### config.mk
export PLATFORM = sky130hd
export DESIGN_NAME = drum_step_sequencer
export DESIGN_NICKNAME = d
export VERILOG_FILES = /design/src/rtl/drum_step_sequencer.sv
export SDC_FILE = /design/constraint.sdc
export NUM_CORES = 1
export LEC_CHECK = 0
export ABC_AREA = 1
export CELL_PAD_IN_SITES_DETAIL_PLACEMENT = 0
export CELL_PAD_IN_SITES_GLOBAL_PLACEMENT = 2
export CORE_MARGIN = 2
export CORE_UTILIZATION = 25
export CTS_CLUSTER_SIZE = 16
export DETAILED_ROUTE_END_ITERATION = 12
export HOLD_SLACK_MARGIN = 0.15
export PLACE_DENSITY_LB_ADDON = 0.1
export SLEW_MARGIN = 10
export SYNTH_ARGS = -nofsm -noshare
export SYNTH_HDL_FRONTEND = slang
export SYNTH_SLANG_ARGS = --single-unit
export TNS_END_PERCENT = 5
### constraint.sdc
create_clock -name mclk -period 7.33 [get_ports mclk]
set_input_delay 1.466 -clock mclk [delete_from_list [all_inputs] [get_ports mclk]]
set_output_delay 1.466 -clock mclk [all_outputs]
set_load 0.01 [all_outputs]
### src/rtl/drum_step_sequencer.sv
// Pattern-driven trigger scheduler for the oneshot drum voices.
// Optional odd-step swing delay is enabled by defining DRUM_SEQ_SWING_EN.
module drum_step_sequencer #(
  parameter  int NUM_VOICES  = 4,
  parameter  int NUM_STEPS   = 16,
  parameter  int PERIOD_BITS = 24,
  localparam int STEP_BITS   = $clog2(NUM_STEPS)
) (
  input  logic                   mclk,
  input  logic                   rst,
  input  logic                   run,
  input  logic [PERIOD_BITS-1:0] step_period,
  input  logic [STEP_BITS-1:0]   loop_last,
  input  logic                   pat_we,
  input  logic [STEP_BITS-1:0]   pat_addr,
  input  logic [NUM_VOICES-1:0]  pat_data,
`ifdef DRUM_SEQ_SWING_EN
  input  logic [PERIOD_BITS-1:0] swing,
`endif
  output logic [NUM_VOICES-1:0]  trig,
  output logic                   step_strobe,
  output logic [STEP_BITS-1:0]   step_idx,
  output logic                   wrap,
  output logic                   running
);

  typedef enum logic [0:0] {IDLE = 1'b0, RUN = 1'b1} state_t;

  state_t                 state, state_nx;
  logic [NUM_VOICES-1:0]  pattern [NUM_STEPS];
  logic [PERIOD_BITS-1:0] tick, tick_nx, period, period_nx, p_new;
  logic [STEP_BITS-1:0]   step_nx, step_adv;
  logic [NUM_VOICES-1:0]  trig_nx;
  logic                   strobe_nx, wrap_nx, running_nx, at_last, last_tick;
`ifdef DRUM_SEQ_SWING_EN
  logic [PERIOD_BITS-1:0] swing_tick, swing_tick_nx, s_new;
  logic [NUM_VOICES-1:0]  pend, pend_nx;
`endif

  // Step period clamped to 2 and the wrap-aware next step index.
  always_comb begin
    p_new     = (step_period < PERIOD_BITS'(2)) ? PERIOD_BITS'(2) : step_period;
    last_tick = (tick == period - PERIOD_BITS'(1));
    at_last   = (step_idx >= loop_last);
    step_adv  = at_last ? STEP_BITS'(0) : step_idx + STEP_BITS'(1);
`ifdef DRUM_SEQ_SWING_EN
    s_new     = (swing > p_new - PERIOD_BITS'(1)) ? p_new - PERIOD_BITS'(1) : swing;
`endif
  end

  // Next-state and next-output logic for the IDLE/RUN sequencer.
  always_comb begin
    state_nx   = state;
    tick_nx    = PERIOD_BITS'(0);
    period_nx  = period;
    step_nx    = STEP_BITS'(0);
    trig_nx    = NUM_VOICES'(0);
    strobe_nx  = 1'b0;
    wrap_nx    = 1'b0;
    running_nx = 1'b0;
`ifdef DRUM_SEQ_SWING_EN
    swing_tick_nx = PERIOD_BITS'(0);
    pend_nx       = NUM_VOICES'(0);
`endif
    case (state)
      IDLE: begin
        if (run) begin
          state_nx   = RUN;
          period_nx  = p_new;
          trig_nx    = pattern[0];
          strobe_nx  = 1'b1;
          running_nx = 1'b1;
        end else begin
          state_nx = IDLE;
        end
      end
      RUN: begin
        if (!run) begin
          state_nx = IDLE;
        end else if (last_tick) begin
          running_nx = 1'b1;
          period_nx  = p_new;
          step_nx    = step_adv;
          strobe_nx  = 1'b1;
          wrap_nx    = at_last;
`ifdef DRUM_SEQ_SWING_EN
          // An odd step with nonzero swing parks its mask until tick S.
          if (step_adv[0] && (s_new != PERIOD_BITS'(0))) begin
            pend_nx       = pattern[step_adv];
            swing_tick_nx = s_new;
          end else begin
            trig_nx = pattern[step_adv];
          end
`else
          trig_nx = pattern[step_adv];
`endif
        end else begin
          running_nx = 1'b1;
          tick_nx    = tick + PERIOD_BITS'(1);
          step_nx    = step_idx;
`ifdef DRUM_SEQ_SWING_EN
          pend_nx       = pend;
          swing_tick_nx = swing_tick;
          if ((swing_tick != PERIOD_BITS'(0)) && (tick_nx == swing_tick)) begin
            trig_nx = pend;
          end else begin
            trig_nx = NUM_VOICES'(0);
          end
`endif
        end
      end
      default: state_nx = IDLE;
    endcase
  end

  // Sequencer state and registered outputs.
  always_ff @(posedge mclk or posedge rst) begin
    if (rst) begin
      state       <= IDLE;
      tick        <= PERIOD_BITS'(0);
      period      <= PERIOD_BITS'(2);
      step_idx    <= STEP_BITS'(0);
      trig        <= NUM_VOICES'(0);
      step_strobe <= 1'b0;
      wrap        <= 1'b0;
      running     <= 1'b0;
`ifdef DRUM_SEQ_SWING_EN
      swing_tick  <= PERIOD_BITS'(0);
      pend        <= NUM_VOICES'(0);
`endif
    end else begin
      state       <= state_nx;
      tick        <= tick_nx;
      period      <= period_nx;
      step_idx    <= step_nx;
      trig        <= trig_nx;
      step_strobe <= strobe_nx;
      wrap        <= wrap_nx;
      running     <= running_nx;
`ifdef DRUM_SEQ_SWING_EN
      swing_tick  <= swing_tick_nx;
      pend        <= pend_nx;
`endif
    end
  end

  // Pattern memory; reads above see the pre-write contents.
  always_ff @(posedge mclk or posedge rst) begin
    if (rst) begin
      for (int i = 0; i < NUM_STEPS; i++) pattern[i] <= NUM_VOICES'(0);
    end else if (pat_we) begin
      pattern[pat_addr] <= pat_data;
    end else begin
      pattern[pat_addr] <= pattern[pat_addr];
    end
  end

endmodule

* After elaboration in Yosys (flattened, before gate mapping)
Cells that the tools add are included.
** Word-level totals
- Register bits :: 123
- Bits in latches :: 0
- Memory bits (writable) :: 0
- ROM bits :: 0
- Bits of input ports :: 40
- Word-level logic and storage cells :: 75
- Memories kept :: 0
** Operators by class
- $add $sub $neg :: 3
- $mul :: 0
- Divide/modulo/power cells :: 0
- Magnitude comparators :: 5
- Equal/unequal tests :: 5
- Shift operators :: 0
- Multiplexer cells :: 34
- Bitwise logic cells :: 3
- Reduce and logical (&&, ||, !) cells :: 2
** Operators by type and width (number)
- $mux 24 :: 7
- $bwmux 64 :: 2
- $mux 64 :: 1
- $mux 4 :: 12
- $pmux 24 s2 :: 1
- $bmux 4 s4 :: 2
- $add 24x1->24 const B :: 1
- $eq 24x24->1 :: 1
- $lt 24x2->1 const B :: 1
- $sub 24x1->24 const B :: 1
- $demux 4 s4 :: 1
- $ge 5x5->1 const B :: 2
- $not 4->5 :: 2
- $pmux 4 s2 :: 1
- $mux 1 :: 6
- $lt 5x1->1 const B :: 1
- $add 4x1->4 const B :: 1
- $ge 4x4->1 :: 1
- $ne 2x2->1 const B :: 2
- $ne 3x2->1 const B :: 1
- $reduce_and 3->1 :: 1
- $ne 2x1->1 const B :: 1
- $pmux 1 s2 :: 1
- $logic_and 1x1->1 :: 1
- $not 1->1 :: 1

* Depth between registers and ports, before layout
- Word-level depth :: 9
- Gate-level depth with buffers :: 16
- Depth with buffers taken out :: 15

* Worst setup path after synthesis
OpenSTA, ideal clock, no wires.
- Path kind :: input to register
- Start point :: in loop_last[3]
- End point :: reg trig[0]
- Arrival :: 3080 ps
- Slack :: 4129 ps
- Cell stages on the path :: 10
- Cell sequence :: inv_1 -> ha_1 -> a21oi_1 -> nand2_1 -> a21oi_2 -> clkinv_1 -> nand3_1 -> nand3_1 -> nand2_1 -> o21ai_1
** On the way
- Word-level cells in the longest chain between the ends :: 9
** Ends and longest elaborated chain
- start: declaration :: line 13 : input logic [STEP_BITS-1:0] loop_last,
- $ge 4x4->1 :: line 44 : at_last = (step_idx >= loop_last);
- $mux 4 :: line 45 : step_adv = at_last ? STEP_BITS'(0) : step_idx + STEP_BITS'(1);
- $not 4->5 (implied by the code) :: line 95 : trig_nx = pattern[step_adv];
- $bmux 4 s4 :: line 95
- $mux 4 (implied by the code) (2 in a row) :: line 95
- $mux 4 :: line 80 : end else if (last_tick) begin
- $mux 4 :: line 78 : if (!run) begin
- $pmux 4 s2 :: line 65 : case (state)
- via trig_nx[0] :: line 33 : logic [NUM_VOICES-1:0] trig_nx;
- end signal: assignment :: line 136 : trig <= trig_nx;
- end: declaration :: line 20 : output logic [NUM_VOICES-1:0] trig,
The timed path passes the listed nets, and every way through them passes these cells. The select of a mux whose other input is x is not followed.
A chain may end at the register's enable or synchronous reset.

* Worst setup path in the final report
- Start point :: in loop_last[3]
- End point :: reg trig[3]
Same word-level chain as after synthesis.

==> impl_metrics.tcl <==
set metrics [dict create \
    insertion_delay_ns 0.44 \
    synth_top_family_by_area "simple AND/OR/NAND/NOR gates" \
    via_count 7382 \
    grt_usage_pct 18.4 \
    cts.sinks 123 \
    ios 51 \
    power_frac_clock_pct 38.9 \
    max_slew_margin_pct 28.3 \
    ff_latch_area_sq_um 3080 \
    drtAntennaViolNets 0 \
    p_comb_share_pct 20.9 \
    required_ns 7.68 \
    start_util_pct 25.2 \
    final_max_slew_viol_count 0 \
    worstSetupPathType "in -> reg" \
    synth.cell_area_sq_um 8160 \
    final_nets 1209 \
    start_kind "input port" \
    multiInputGateArea_sq_um 4290 \
    synth.ff_latch_count 123 \
    synthXorXnorAreaFrac_pct 4.29 \
    globalRouteOverflowTotal 0 \
    die_w_microns 185 \
    routed_wl_microns 29700 \
    htreeDepth 4 \
    fin_worst_skew_ns 0.0111 \
    yosys_warnings 0 \
    layout-drive-gt1-share_pct 10.2 \
    synthMuxAreaShare_pct 0 \
    pwr-share-seq_pct 40.1 \
    die_area_sq_um 34100 \
    synthAdderAreaFrac_pct 1.07 \
    synth_compound_area_share_pct 9.34 \
    cts_buffers 17 \
    numPortBuffers 50 \
    dr.pass1.iters 5 \
    worstPathMaxFanout 17 \
    vias_per_cell 4.57 \
    setup_viol 0 \
    diodes 0 \
    power_density_nw_per_um2 229 \
    endpoint_kind "flip-flop" \
    cts_hold_buf 0 \
    syn2layout_area_growth_pct 17.7 \
    clk_pin_slew_ns 0.06 \
    cts_tree "done" \
    fill_cells 3640 \
    cap_viol_max_count 0 \
    cts_setup_buffers 0 \
    p_switching_w 0.000773 \
    cts_max_path_buffers 2 \
    ys_seq_area_share_pct 37.7 \
    ir_worst_vdd_uv 156 \
    grt_max_degree 67 \
    cp_data_arrival_time_ns 4.92 \
    place_inst 1585 \
    worstMarginPinSlew_ns 1.07 \
    swShare_pct 35.1 \
    synth-simple-area-share_pct 37.8 \
    p_leak_nw 4.25 \
    synth_area_per_cell_sq_um 7.27 \
    hp-class "reg -> reg" \
    row_count 66 \
    max_freq_mhz 219 \
    min_period_over_period_pct 62.3 \
    finalSetupTns_ns 0 \
    cts_resized 0 \
    yosysUniqueCellTypes 44 \
    final_cells 1617 \
    antenna_found_initial 0 \
    synth_nets 1170 \
    p_int_w 0.00143 \
    netlist_instances 1123 \
    rsz0062_at_grt "false" \
    cts_root_buf "clkbuf_16" \
    finalPower_w 0.00220 \
    drc_errors 0 \
    core_area_sq_um 32400 \
    min_period_ns 4.57 \
    place_hpwl_microns 22100 \
    globalplace.congestion 0.810 \
    grt_pass1_wl_microns 46700 \
    hold_viol 0 \
    grt_pass1_vias 7770 \
    drt_iter0_drc 444 \
    die-height_microns 185 \
    run_status "finished clean" \
    hold_ws_ns 0.508 \
    wire_per_inst_microns 18.4 \
]
-- final cells by class --
| cell class | count | share of cell area [%] |
|---|---|---|
| clock buffers | 18 | 4.57 |
| clock inverters | 14 | 1.41 |
| repair buffers | 57 | 5.76 |
| multi-input cells | 816 | 44.7 |
| well taps | 442 | 5.76 |
| flip-flops and latches | 123 | 32.0 |
| inverters | 147 | 5.79 |
-- layout by cell type, fill, tap and decap left out, types with 3 or more instances in the layout --
cell type        Yosys  routed
a21oi_1              4       4
a221oi_1             4       4
a22oi_1              7       7
buf_4                3       7
clkbuf_16            0      17
clkdlybuf4s50_1      0      50
clkinvlp_4           0       3
dfrtp_1            122     122
ha_1                 7       7
inv_1              141     140
inv_2                4       4
inv_6                0       6
nand2_1            301     301
nand2_2              8       8
nand3_1            147     146
nand3_2             13      14
nand3b_1             3       3
nand4_1             15      15
nor2_1              81      81
nor2_2              15      15
nor2_4              24      24
nor3_1              13      13
nor4_1               7       7
o211ai_1             3       3
o21ai_0             64      63
o21ai_1             11      11
o22ai_1             33      33
xnor2_1             12      12
xor2_1              28      28
-- power groups by stage --
stage / Combinational, W / Sequential [W] / Clock [W]
2_1_floorplan: 0.000335 / 0.000848 / 0
3_3_place_gp: 0.000469 / 0.000900 / 0
3_5_place_dp: 0.000467 / 0.000898 / 0
4_1_cts: 0.000469 / 0.000886 / 0.000881
5_1_grt: 0.000529 / 0.000896 / 0.000909
6_report: 0.000460 / 0.000883 / 0.000857
-- per-stage QoR --
stage | utilization (%) | setup slack (ns) | area [sq um]
CTS | 29.7 | 2.76 | 9610
detailed placement | 27.9 | 2.32 | 9030
global placement | 27.9 | 2.25 | 9030
finish | 29.7 | 2.76 | 9610
floorplan | - | 2.59 | 8160
global route | 29.7 | 2.57 | 9610
-- routing by layer --
layer | wire [microns] | GRT usage, % | up-vias | share of wire [%]
met2 | 15600 | 33.9 | 96 | 53
met3 | 588 | 2.49 | 27 | 2.0
met1 | 12900 | 22.1 | 3534 | 43
li1 | - | - | 3725 | -
met5 | 0 | 0 | - | 0
met4 | 585 | 5.65 | 0 | 2.0
-- cell families (layout without fill, tap and decap cells) --
kind of cell | after synthesis | after routing
flops | 123 | 123
fa+ha+maj | 7 | 7
xor+xnor | 40 | 40
compound gates | 131 | 131
simple gates | 638 | 638
buf+inv | 184 | 236
-- flip-flops by register name, summed over array words and instances (netlist names) --
| signal | cells |
|---|---|
| pattern | 64 |
| period | 24 |
| tick | 24 |
| step_idx | 4 |
| trig | 4 |
| state | 1 |
| step_strobe | 1 |
| wrap | 1 |
-- path summary, 6_finish.rpt --
kind	from	to	slack, ns	cells after the start
worst max register to register	step_idx[0]	trig[3]	3.43	14
max in group asynchronous	rst	tick[7]	4.48	3
worst min register to register	period[1]	period[1]	0.51	2
worst max-delay path	loop_last[3]	trig[3]	2.76	12
worst min-delay path	period[1]	period[1]	0.51	2
min in group asynchronous	rst	pattern[61]	1.49	2
-- synthesized netlist by cell type --
cell | count | area share [%]
nand2_8 | 1 | 0.25
buf_1 | 1 | 0.046
a21oi_2 | 2 | 0.21
nand3_2 | 13 | 1.6
nand2_2 | 8 | 0.61
xnor2_1 | 12 | 1.3
o22ai_1 | 33 | 2.5
nand3b_1 | 3 | 0.28
buf_4 | 3 | 0.28
inv_1 | 141 | 6.5
nor2_2 | 15 | 1.1
a22oi_1 | 7 | 0.64
nand3b_2 | 1 | 0.14
or2_2 | 2 | 0.15
nor3_2 | 2 | 0.25
o21bai_4 | 1 | 0.23
buf_2 | 9 | 0.55
nor3_1 | 13 | 0.80
buf_12 | 2 | 0.49
nor3b_1 | 1 | 0.092
nand2_1 | 301 | 14
buf_6 | 7 | 0.97
nand4_4 | 2 | 0.52
xor2_1 | 28 | 3.0
nor2_4 | 24 | 3.3
nor2_1 | 81 | 3.7
a21oi_1 | 4 | 0.25
a31oi_1 | 1 | 0.077
nand4_1 | 15 | 1.1
o21ai_1 | 11 | 0.67
clkinv_1 | 2 | 0.092
nand3_1 | 147 | 9.0
nor2_8 | 1 | 0.25
o31ai_1 | 1 | 0.092
dfstp_2 | 1 | 0.32
o211ai_1 | 3 | 0.28
ha_1 | 7 | 1.1
dfrtp_1 | 122 | 37
clkbuf_1 | 15 | 0.69
a221oi_1 | 4 | 0.43
nor4_1 | 7 | 0.54
nand2_4 | 1 | 0.14
inv_2 | 4 | 0.18
o21ai_0 | 64 | 3.9
-- worst max-delay path, stage by stage --
cell	delay (ns)
clkdlybuf4s50_1	0.46
inv_1	0.04
ha_1	0.30
a21oi_1	0.51
nand2_1	0.24
nor2_2	0.83
inv_2	0.39
nand3_1	0.19
nand3_1	0.10
nand3_1	0.15
nand2_1	0.07
o21ai_1	0.16
Note: power is estimated with default switching activity, not from simulation.
